File: config.mk
export PLATFORM = sky130hd
export DESIGN_NAME = id_stage
export DESIGN_NICKNAME = d
export VERILOG_FILES = /design/src/rtl/id_pkg.sv /design/src/rtl/id_reg_file.sv /design/src/rtl/id_stage.sv
export SDC_FILE = /design/constraint.sdc
export NUM_CORES = 2
export LEC_CHECK = 0
export CORE_UTILIZATION = 45
export CTS_CLUSTER_DIAMETER = 200
export DETAILED_ROUTE_END_ITERATION = 8
export PLACE_DENSITY_LB_ADDON = 0.08
export SLEW_MARGIN = 20
export SYNTH_ARGS = -nofsm -noshare
export SYNTH_HDL_FRONTEND = slang
export SYNTH_SLANG_ARGS = --single-unit
File: constraint.sdc
create_clock -name clk -period 4.6 [get_ports clk]
set_clock_uncertainty 0.1 [all_clocks]
set_input_delay 0.92 -clock clk [delete_from_list [all_inputs] [get_ports clk]]
set_output_delay 0.92 -clock clk [all_outputs]
set_load 0.1 [all_outputs]
File: src/rtl/id_pkg.sv
// Shared decode constants for id_stage: MIPS opcodes, instruction field
// positions and the helper that tells whether an instruction reads rt.
package id_pkg;

   localparam logic [5:0] OP_RTYPE = 6'h00;
   localparam logic [5:0] OP_J     = 6'h02;
   localparam logic [5:0] OP_JAL   = 6'h03;
   localparam logic [5:0] OP_BEQ   = 6'h04;
   localparam logic [5:0] OP_BNE   = 6'h05;
   localparam logic [5:0] OP_ANDI  = 6'h0C;
   localparam logic [5:0] OP_ORI   = 6'h0D;
   localparam logic [5:0] OP_XORI  = 6'h0E;
   localparam logic [5:0] OP_LW    = 6'h23;
   localparam logic [5:0] OP_SW    = 6'h2B;

   localparam int OPC_MSB = 31;
   localparam int OPC_LSB = 26;
   localparam int RS_MSB  = 25;
   localparam int RS_LSB  = 21;
   localparam int RT_MSB  = 20;
   localparam int RT_LSB  = 16;
   localparam int RD_MSB  = 15;
   localparam int RD_LSB  = 11;
   localparam int SH_MSB  = 10;
   localparam int SH_LSB  = 6;
   localparam int FN_MSB  = 5;
   localparam int FN_LSB  = 0;
   localparam int IMM_MSB = 15;
   localparam int TGT_MSB = 25;

   // Instructions whose rt field is a source operand (not a destination).
   function automatic logic uses_rt(input logic [5:0] op);
      return (op == OP_RTYPE) || (op == OP_BEQ) || (op == OP_BNE) || (op == OP_SW);
   endfunction

endpackage

File: src/rtl/id_reg_file.sv
// Register file for the decode stage: two combinational read ports, one
// synchronous write port, asynchronous clear, register 0 hard-wired to zero.
module id_reg_file #(
   parameter int DATA_W     = 32,
   parameter int REG_ADDR_W = 5
) (
   input  logic                  clk,
   input  logic                  rst_n,
   input  logic                  we,
   input  logic [REG_ADDR_W-1:0] waddr,
   input  logic [DATA_W-1:0]     wdata,
   input  logic [REG_ADDR_W-1:0] raddr_a,
   output logic [DATA_W-1:0]     rdata_a,
   input  logic [REG_ADDR_W-1:0] raddr_b,
   output logic [DATA_W-1:0]     rdata_b
);

   localparam int NUM_REGS = 2**REG_ADDR_W;

   logic [NUM_REGS-1:0][DATA_W-1:0] regs_q, regs_d;

   always_comb begin
      regs_d = regs_q;
      if (we && (waddr != '0)) regs_d[waddr] = wdata;
   end

   always_ff @(posedge clk or negedge rst_n) begin
      if (!rst_n) regs_q <= '0;
      else        regs_q <= regs_d;
   end

   assign rdata_a = (raddr_a == '0) ? '0 : regs_q[raddr_a];
   assign rdata_b = (raddr_b == '0) ? '0 : regs_q[raddr_b];

endmodule

File: src/rtl/id_stage.sv
// MIPS instruction-decode stage: one-slot output register, register-file read,
// load-use bubble insertion and flush. Define ID_WB_BYPASS_EN to forward a
// same-cycle writeback into the captured operands.
module id_stage
   import id_pkg::*;
#(
   parameter int DATA_W      = 32,
   parameter int REG_ADDR_W  = 5,
   parameter int STALL_CNT_W = 16
) (
   input  logic                   clk,
   input  logic                   rst_n,
   input  logic                   in_valid,
   output logic                   in_ready,
   input  logic [31:0]            in_instr,
   input  logic [DATA_W-1:0]      in_next_pc,
   input  logic                   flush,
   input  logic                   wb_en,
   input  logic [REG_ADDR_W-1:0]  wb_addr,
   input  logic [DATA_W-1:0]      wb_data,
   output logic                   out_valid,
   input  logic                   out_ready,
   output logic [5:0]             out_opcode,
   output logic [5:0]             out_funct,
   output logic [4:0]             out_shamt,
   output logic [REG_ADDR_W-1:0]  out_rs,
   output logic [REG_ADDR_W-1:0]  out_rt,
   output logic [REG_ADDR_W-1:0]  out_rd,
   output logic [DATA_W-1:0]      out_rs_data,
   output logic [DATA_W-1:0]      out_rt_data,
   output logic [DATA_W-1:0]      out_imm,
   output logic [DATA_W-1:0]      out_jump_addr,
   output logic [STALL_CNT_W-1:0] stall_count
);

   logic [5:0]            in_op;
   logic [REG_ADDR_W-1:0] in_rs, in_rt, in_rd;
   logic [DATA_W-1:0]     rf_rs, rf_rt, rs_val, rt_val, imm_ext, jump_addr;
   logic                  load_use, accept;
   logic                  unused_pc;

   assign in_op = in_instr[OPC_MSB:OPC_LSB];
   assign in_rs = REG_ADDR_W'(in_instr[RS_MSB:RS_LSB]);
   assign in_rt = REG_ADDR_W'(in_instr[RT_MSB:RT_LSB]);
   assign in_rd = REG_ADDR_W'(in_instr[RD_MSB:RD_LSB]);
   assign unused_pc = ^in_next_pc[27:0];

   id_reg_file #(.DATA_W(DATA_W), .REG_ADDR_W(REG_ADDR_W)) u_rf (
      .clk     (clk),
      .rst_n   (rst_n),
      .we      (wb_en),
      .waddr   (wb_addr),
      .wdata   (wb_data),
      .raddr_a (in_rs),
      .rdata_a (rf_rs),
      .raddr_b (in_rt),
      .rdata_b (rf_rt)
   );

`ifdef ID_WB_BYPASS_EN
   assign rs_val = (wb_en && (wb_addr != '0) && (wb_addr == in_rs)) ? wb_data : rf_rs;
   assign rt_val = (wb_en && (wb_addr != '0) && (wb_addr == in_rt)) ? wb_data : rf_rt;
`else
   assign rs_val = rf_rs;
   assign rt_val = rf_rt;
`endif

   // Logical immediates are zero-extended; everything else sign-extends.
   assign imm_ext = ((in_op == OP_ANDI) || (in_op == OP_ORI) || (in_op == OP_XORI))
                    ? {{(DATA_W-16){1'b0}}, in_instr[IMM_MSB:0]}
                    : {{(DATA_W-16){in_instr[IMM_MSB]}}, in_instr[IMM_MSB:0]};
   assign jump_addr = {in_next_pc[DATA_W-1:28], in_instr[TGT_MSB:0], 2'b00};

   logic                   out_valid_q, out_valid_d;
   logic [STALL_CNT_W-1:0] stall_q, stall_d;
   logic [5:0]             opcode_q, opcode_d, funct_q, funct_d;
   logic [4:0]             shamt_q, shamt_d;
   logic [REG_ADDR_W-1:0]  rs_q, rs_d, rt_q, rt_d, rd_q, rd_d;
   logic [DATA_W-1:0]      rs_data_q, rs_data_d, rt_data_q, rt_data_d;
   logic [DATA_W-1:0]      imm_q, imm_d, jump_q, jump_d;

   assign load_use = in_valid && out_valid_q && (opcode_q == OP_LW) && (rt_q != '0) &&
                     ((in_rs == rt_q) || (uses_rt(in_op) && (in_rt == rt_q)));
   assign in_ready = flush || ((!out_valid_q || out_ready) && !load_use);
   assign accept   = in_valid && in_ready;

   always_comb begin
      out_valid_d = out_valid_q;
      stall_d     = stall_q;
      opcode_d    = opcode_q;
      funct_d     = funct_q;
      shamt_d     = shamt_q;
      rs_d        = rs_q;
      rt_d        = rt_q;
      rd_d        = rd_q;
      rs_data_d   = rs_data_q;
      rt_data_d   = rt_data_q;
      imm_d       = imm_q;
      jump_d      = jump_q;
      if (flush) begin
         out_valid_d = 1'b0;
      end else if (accept) begin
         out_valid_d = 1'b1;
         opcode_d    = in_op;
         funct_d     = in_instr[FN_MSB:FN_LSB];
         shamt_d     = in_instr[SH_MSB:SH_LSB];
         rs_d        = in_rs;
         rt_d        = in_rt;
         rd_d        = in_rd;
         rs_data_d   = rs_val;
         rt_data_d   = rt_val;
         imm_d       = imm_ext;
         jump_d      = jump_addr;
      end else if (out_ready) begin
         // Slot drains; if the consumer was blocked by a load, that is the bubble.
         out_valid_d = 1'b0;
         if (load_use && (stall_q != '1)) stall_d = stall_q + STALL_CNT_W'(1);
      end
   end

   always_ff @(posedge clk or negedge rst_n) begin
      if (!rst_n) begin
         out_valid_q <= 1'b0;
         stall_q     <= '0;
         opcode_q    <= '0;
         funct_q     <= '0;
         shamt_q     <= '0;
         rs_q        <= '0;
         rt_q        <= '0;
         rd_q        <= '0;
         rs_data_q   <= '0;
         rt_data_q   <= '0;
         imm_q       <= '0;
         jump_q      <= '0;
      end else begin
         out_valid_q <= out_valid_d;
         stall_q     <= stall_d;
         opcode_q    <= opcode_d;
         funct_q     <= funct_d;
         shamt_q     <= shamt_d;
         rs_q        <= rs_d;
         rt_q        <= rt_d;
         rd_q        <= rd_d;
         rs_data_q   <= rs_data_d;
         rt_data_q   <= rt_data_d;
         imm_q       <= imm_d;
         jump_q      <= jump_d;
      end
   end

   assign out_valid     = out_valid_q;
   assign stall_count   = stall_q;
   assign out_opcode    = opcode_q;
   assign out_funct     = funct_q;
   assign out_shamt     = shamt_q;
   assign out_rs        = rs_q;
   assign out_rt        = rt_q;
   assign out_rd        = rd_q;
   assign out_rs_data   = rs_data_q;
   assign out_rt_data   = rt_data_q;
   assign out_imm       = imm_q;
   assign out_jump_addr = jump_q;

endmodule

Word level (Yosys, flattened, before mapping) --
Cells that the tools add are included.
Operators by class: add/subtract/negate cells 1, magnitude comparators 4, equality and inequality tests 10, multiplexer cells 13, bitwise operators 2, reduce and logical (&&, ||, !) cells 28
Operators with widths (number):
- bitwise mux 1024 bit | 1
- binary-select mux 32 bit (select 5 bit) | 2
- two-way mux 32 bit | 6
- demux 32 bit (select 5 bit) | 1
- == test 6 x 4 -> 1 bit (second input constant) | 3
- less-than comparator 5 x 6 -> 1 bit (second input constant) | 3
- adder 16 x 1 -> 16 bit (second input constant) | 1
- inequality test 16 bit (second input constant) | 1
- == test 6 x 3 -> 1 bit (second input constant) | 2
- == test 6 bit (second input constant) | 2
- == test 5 bit | 2
- logical AND 1 bit | 10
- logical NOT 5 bit | 2
- nonzero test 5 bit | 2
- logical OR 1 bit | 8
- logical NOT 6 bit | 1
- greater-or-equal comparator 5 x 1 -> 1 bit (second input constant) | 1
- AND reduction 4 bit | 1
- two-way mux 1 bit | 3
- nonzero test 3 bit | 1
- logical NOT 1 bit | 2
- inverter 1 bit | 2
- AND reduction 2 bit | 1
Storage, ports and cells: register bits after elaboration 1199, input bits 107

Depth between registers and ports, before layout --
word-level depth 13, mapped depth 10, gate-level depth less buffers 6

By module --
Synthesis repeated with hierarchy kept, for this count alone.
Unflattened totals: cells, all modules 4048, area total of the unflattened synthesis 60083.9 µm²
By module, submodules not included:
- id_reg_file | times used 1, cells an instance 3673, area each 54382.2 µm², sequential area each 25624.6 µm²
- id_stage | times used 1, cells an instance 375, area each 5701.7 µm², sequential area each 2952.8 µm²

Worst setup path before layout --
Ideal clock, no wire load.
path type flip-flop to output port, start point register rt_q[1] (netlist: out_rt[1]), end point output port in_ready, data arrival time 3375 ps, required time 3580 ps, path slack 205 ps, stages on the path, launching flop included 8, path buffers 2, cell sequence dfrtp_1 or4_1 nor2_1 nor2_1 a22o_1 buf_6 clkbuf_1 nor2_1
On the way: cells in the longest elaborated chain, start to end 7
Ends and longest elaborated chain:
- start: declaration | line id_stage.sv:78 | logic [REG_ADDR_W-1:0] rs_q, rs_d, rt_q, rt_d, rd_q, rd_d;
- start signal: assignment | line id_stage.sv:142 | rt_q <= rt_d;
- == test 5 bit | line id_stage.sv:83 | ((in_rs == rt_q) || (uses_rt(in_op) && (in_rt == rt_q)));
- logical AND 1 bit | line id_stage.sv:83
- logical OR 1 bit | line id_stage.sv:83
- logical AND 1 bit * | line id_stage.sv:82 | assign load_use = in_valid && out_valid_q && (opcode_q == OP_LW) && (rt_q != '0) &&
- logical NOT 1 bit * | line id_stage.sv:84 | assign in_ready = flush || ((!out_valid_q || out_ready) && !load_use);
- logical AND 1 bit * | line id_stage.sv:84
- logical OR 1 bit * | line id_stage.sv:84
- end: declaration | line id_stage.sv:14 | output logic in_ready,
Every way passes the cells marked *; elsewhere a longest branch is shown, timed or not.

Worst setup path in the final report --
start point input port flush, end point output port in_ready
On the way: cells in the longest elaborated chain, start to end 1
Ends and longest elaborated chain:
- start: declaration | line id_stage.sv:17 | input logic flush,
- logical OR 1 bit | line id_stage.sv:84
No other way between the ends.

==> results_dict.tcl <==
set metrics [dict create \
    die_h_um 365 \
    synth_cell_types 58 \
    cts_tree "built" \
    track_usage 0.326 \
    clkTransAtPathRegs_ns 0.06 \
    netlist_area_mm2 0.0594 \
    cts_resized 0 \
    critPathLaunch "flush" \
    postPlaceCellArea_mm2 0.0640 \
    io_buffer_count 254 \
    cts_sinks 1142 \
    dr.pass1.iters 5 \
    cp-end-kind "output port" \
    clk_path_buf_depth 3 \
    grt_remaining_overflow 0 \
    timing.hold.ws_ns 0.0278 \
    ir_drop_mv 0.346 \
    status "finished, final reports clean" \
    r2r_end "out_rt_data[4]" \
    vias 41700 \
    arrival_ns 2.80 \
    grt_antenna_before_repair 8 \
    antenna_left 0 \
    grt_pass1_wl_um 309000 \
    hold_buffers 0 \
    rsz0062_at_grt "no" \
    stdcell_count 6323 \
    endpoint "in_ready" \
    fmax_ghz 0.262 \
    power_mw 31.8 \
    num_io_pins 285 \
    cap_violations 0 \
    wirelength_um 216000 \
    reg2reg_slack_ns 1.47 \
    dp.final_hpwl_um 127000 \
    slew_viol_final 0 \
    synthArstFlopShare 1.00 \
    cts_root_buf "clkbuf_16" \
    die_area_mm2 0.133 \
    cts.htree.levels 4 \
    crit_path_max_fanout 4 \
    final_layout_size_suffix_gt1_frac 0.414 \
    coreArea_mm2 0.130 \
    power_density_mw_per_mm2 465 \
    tns_ns 0 \
    cp.required_ns 3.58 \
    place_inst 6092 \
    place_ws_ns 0.767 \
    yosysSeqAreaShare 0.481 \
    r2r_start "out_rt[1]" \
    synth_seq_cells 1142 \
    worstSetupStartpointType "input port" \
    post_cts_buffers 0 \
    worst_pin_slew_ns 1.13 \
    place_congestion 0.839 \
    insertion_delay_ns 0.77 \
    fin_crit_ns 3.82 \
    timing.final.crit_share 0.831 \
    drc 0 \
    p_leak_nw 29.8 \
    synth_cells 4422 \
    synth_edf_count 0 \
    yosysWarnings 0 \
    avgSynthCellArea_um2 13.4 \
    worstSetupPathType "in -> out" \
    num_rows 132 \
    dr.first_iter.drc_count 4335 \
    syn_to_final_growth_pct 15.0 \
    die_w_um 365 \
    final_area_mm2 0.0683 \
    start_util 0.456 \
    synth_flop_cell "dfrtp_1" \
    worst_slack_ns 0.776 \
    nets 4593 \
    avgRoutedWirePerCell_um 34.1 \
    avgViaCountPerCell 6.59 \
    grt_pass1_vias 41000 \
    final_core_util 0.524 \
    finalSetupViolCount 0 \
    grt_max_degree 111 \
    hp-class "in -> async" \
    numCtsBuffers 133 \
    slew_headroom 0.243 \
    fill_cells 11200 \
    hold_violations 0 \
    rr_worst_depth 7 \
]
logic make-up after synthesis:
group,count (synthesis),share of synthesized area
mux,1764,0.369
flops,1142,0.481
compound gates,682,0.0817
buf+inv,524,0.0393
simple gates,283,0.0252
xor+xnor,25,0.00369
fa+ha+maj,1,0.000211
other cells,1,0.0000631
placed cells by master, fill, tap and decap left out, types with 17 or more instances in the layout:
| cell | count |
|---|---|
| mux2i_1 | 357 |
| o31ai_1 | 17 |
| a22o_1 | 17 |
| clkbuf_8 | 32 |
| a211oi_1 | 89 |
| a21oi_1 | 89 |
| clkdlybuf4s50_1 | 228 |
| nor2b_1 | 42 |
| clkinv_2 | 18 |
| xnor2_1 | 22 |
| nand3_1 | 19 |
| buf_12 | 40 |
| mux4_2 | 221 |
| clkbuf_16 | 141 |
| o21ai_0 | 94 |
| buf_4 | 157 |
| o41ai_2 | 17 |
| a31oi_1 | 20 |
| nor2_1 | 27 |
| mux2_2 | 1186 |
| dfrtp_1 | 1142 |
| clkbuf_1 | 31 |
| o22ai_1 | 109 |
| or4_1 | 22 |
| o2111ai_1 | 18 |
| nand2_1 | 64 |
| a22oi_1 | 102 |
| nor2_4 | 18 |
| o221ai_1 | 55 |
area by class of cell:
cell class | count | area, µm² | area share
clock inverters | 26 | 288 | 0.00421
diodes | 1 | 2.50 | 0.0000366
multi-input cells | 2757 | 28800 | 0.421
flip-flops and latches | 1142 | 28600 | 0.418
clock buffers | 204 | 4090 | 0.0598
inverters | 4 | 15.0 | 0.000220
well taps | 1742 | 2180 | 0.0319
repair buffers | 447 | 4420 | 0.0647
state kept, by name (all words and copies together) (netlist names):
signal,flops
out_rs_data,32
out_rt_data,32
out_jump_addr,6
stall_count,16
out_funct,5
out_rd,4
u_rf.regs_q,1024
out_valid,1
out_shamt,4
out_opcode,6
out_rt,4
out_imm,4
out_rs,4
power breakdown:
part | switching (mW) | internal (mW) | leakage [nW]
combinational | 4.26 | 3.36 | 13.0
clock | 4.31 | 6.42 | 2.17
sequential | 1.47 | 11.9 | 14.6
total | 10.0 | 21.7 | 29.8
how the worst min path moves through the flow:
stage                     depth (start not counted)                end             from
after CTS                                         1  out_jump_addr[28]            rst_n
after global routing                              1     stall_count[7]            rst_n
after global placement                            0    u_rf.regs_q[28]  u_rf.regs_q[28]
after detailed placement                          0    u_rf.regs_q[28]  u_rf.regs_q[28]
final                                             1     stall_count[7]            rst_n
after floorplan                                   1    u_rf.regs_q[28]  u_rf.regs_q[28]
cells in the mapped netlist (all sizes together), types with 77 or more instances:
cell / number / share of area
a211oi: 90 / 0.011
a21oi: 89 / 0.0075
a22oi: 102 / 0.013
buf: 220 / 0.020
clkbuf: 300 / 0.019
dfrtp: 1142 / 0.48
mux2: 1186 / 0.22
mux2i: 357 / 0.060
mux4: 221 / 0.084
nand2: 77 / 0.0049
o21ai: 94 / 0.0079
o22ai: 109 / 0.011
metal layers:
layer	vias up	track usage	wire length (µm)
met1	22500	0.481	96200
met4	2	0.0903	5860
met2	1906	0.482	94900
li1	16900	-	-
met3	333	0.0691	18900
met5	-	0	13
critical path, stage by stage:
cell and delay [ns]:
clkdlybuf4s50_1 0.41, nand2b_1 0.19, or4_1 0.54, nor4_1 0.27, a22o_4 0.21, nor2_1 0.08, buf_12 0.17
No activity file was read; power rests on OpenSTA's default activity.
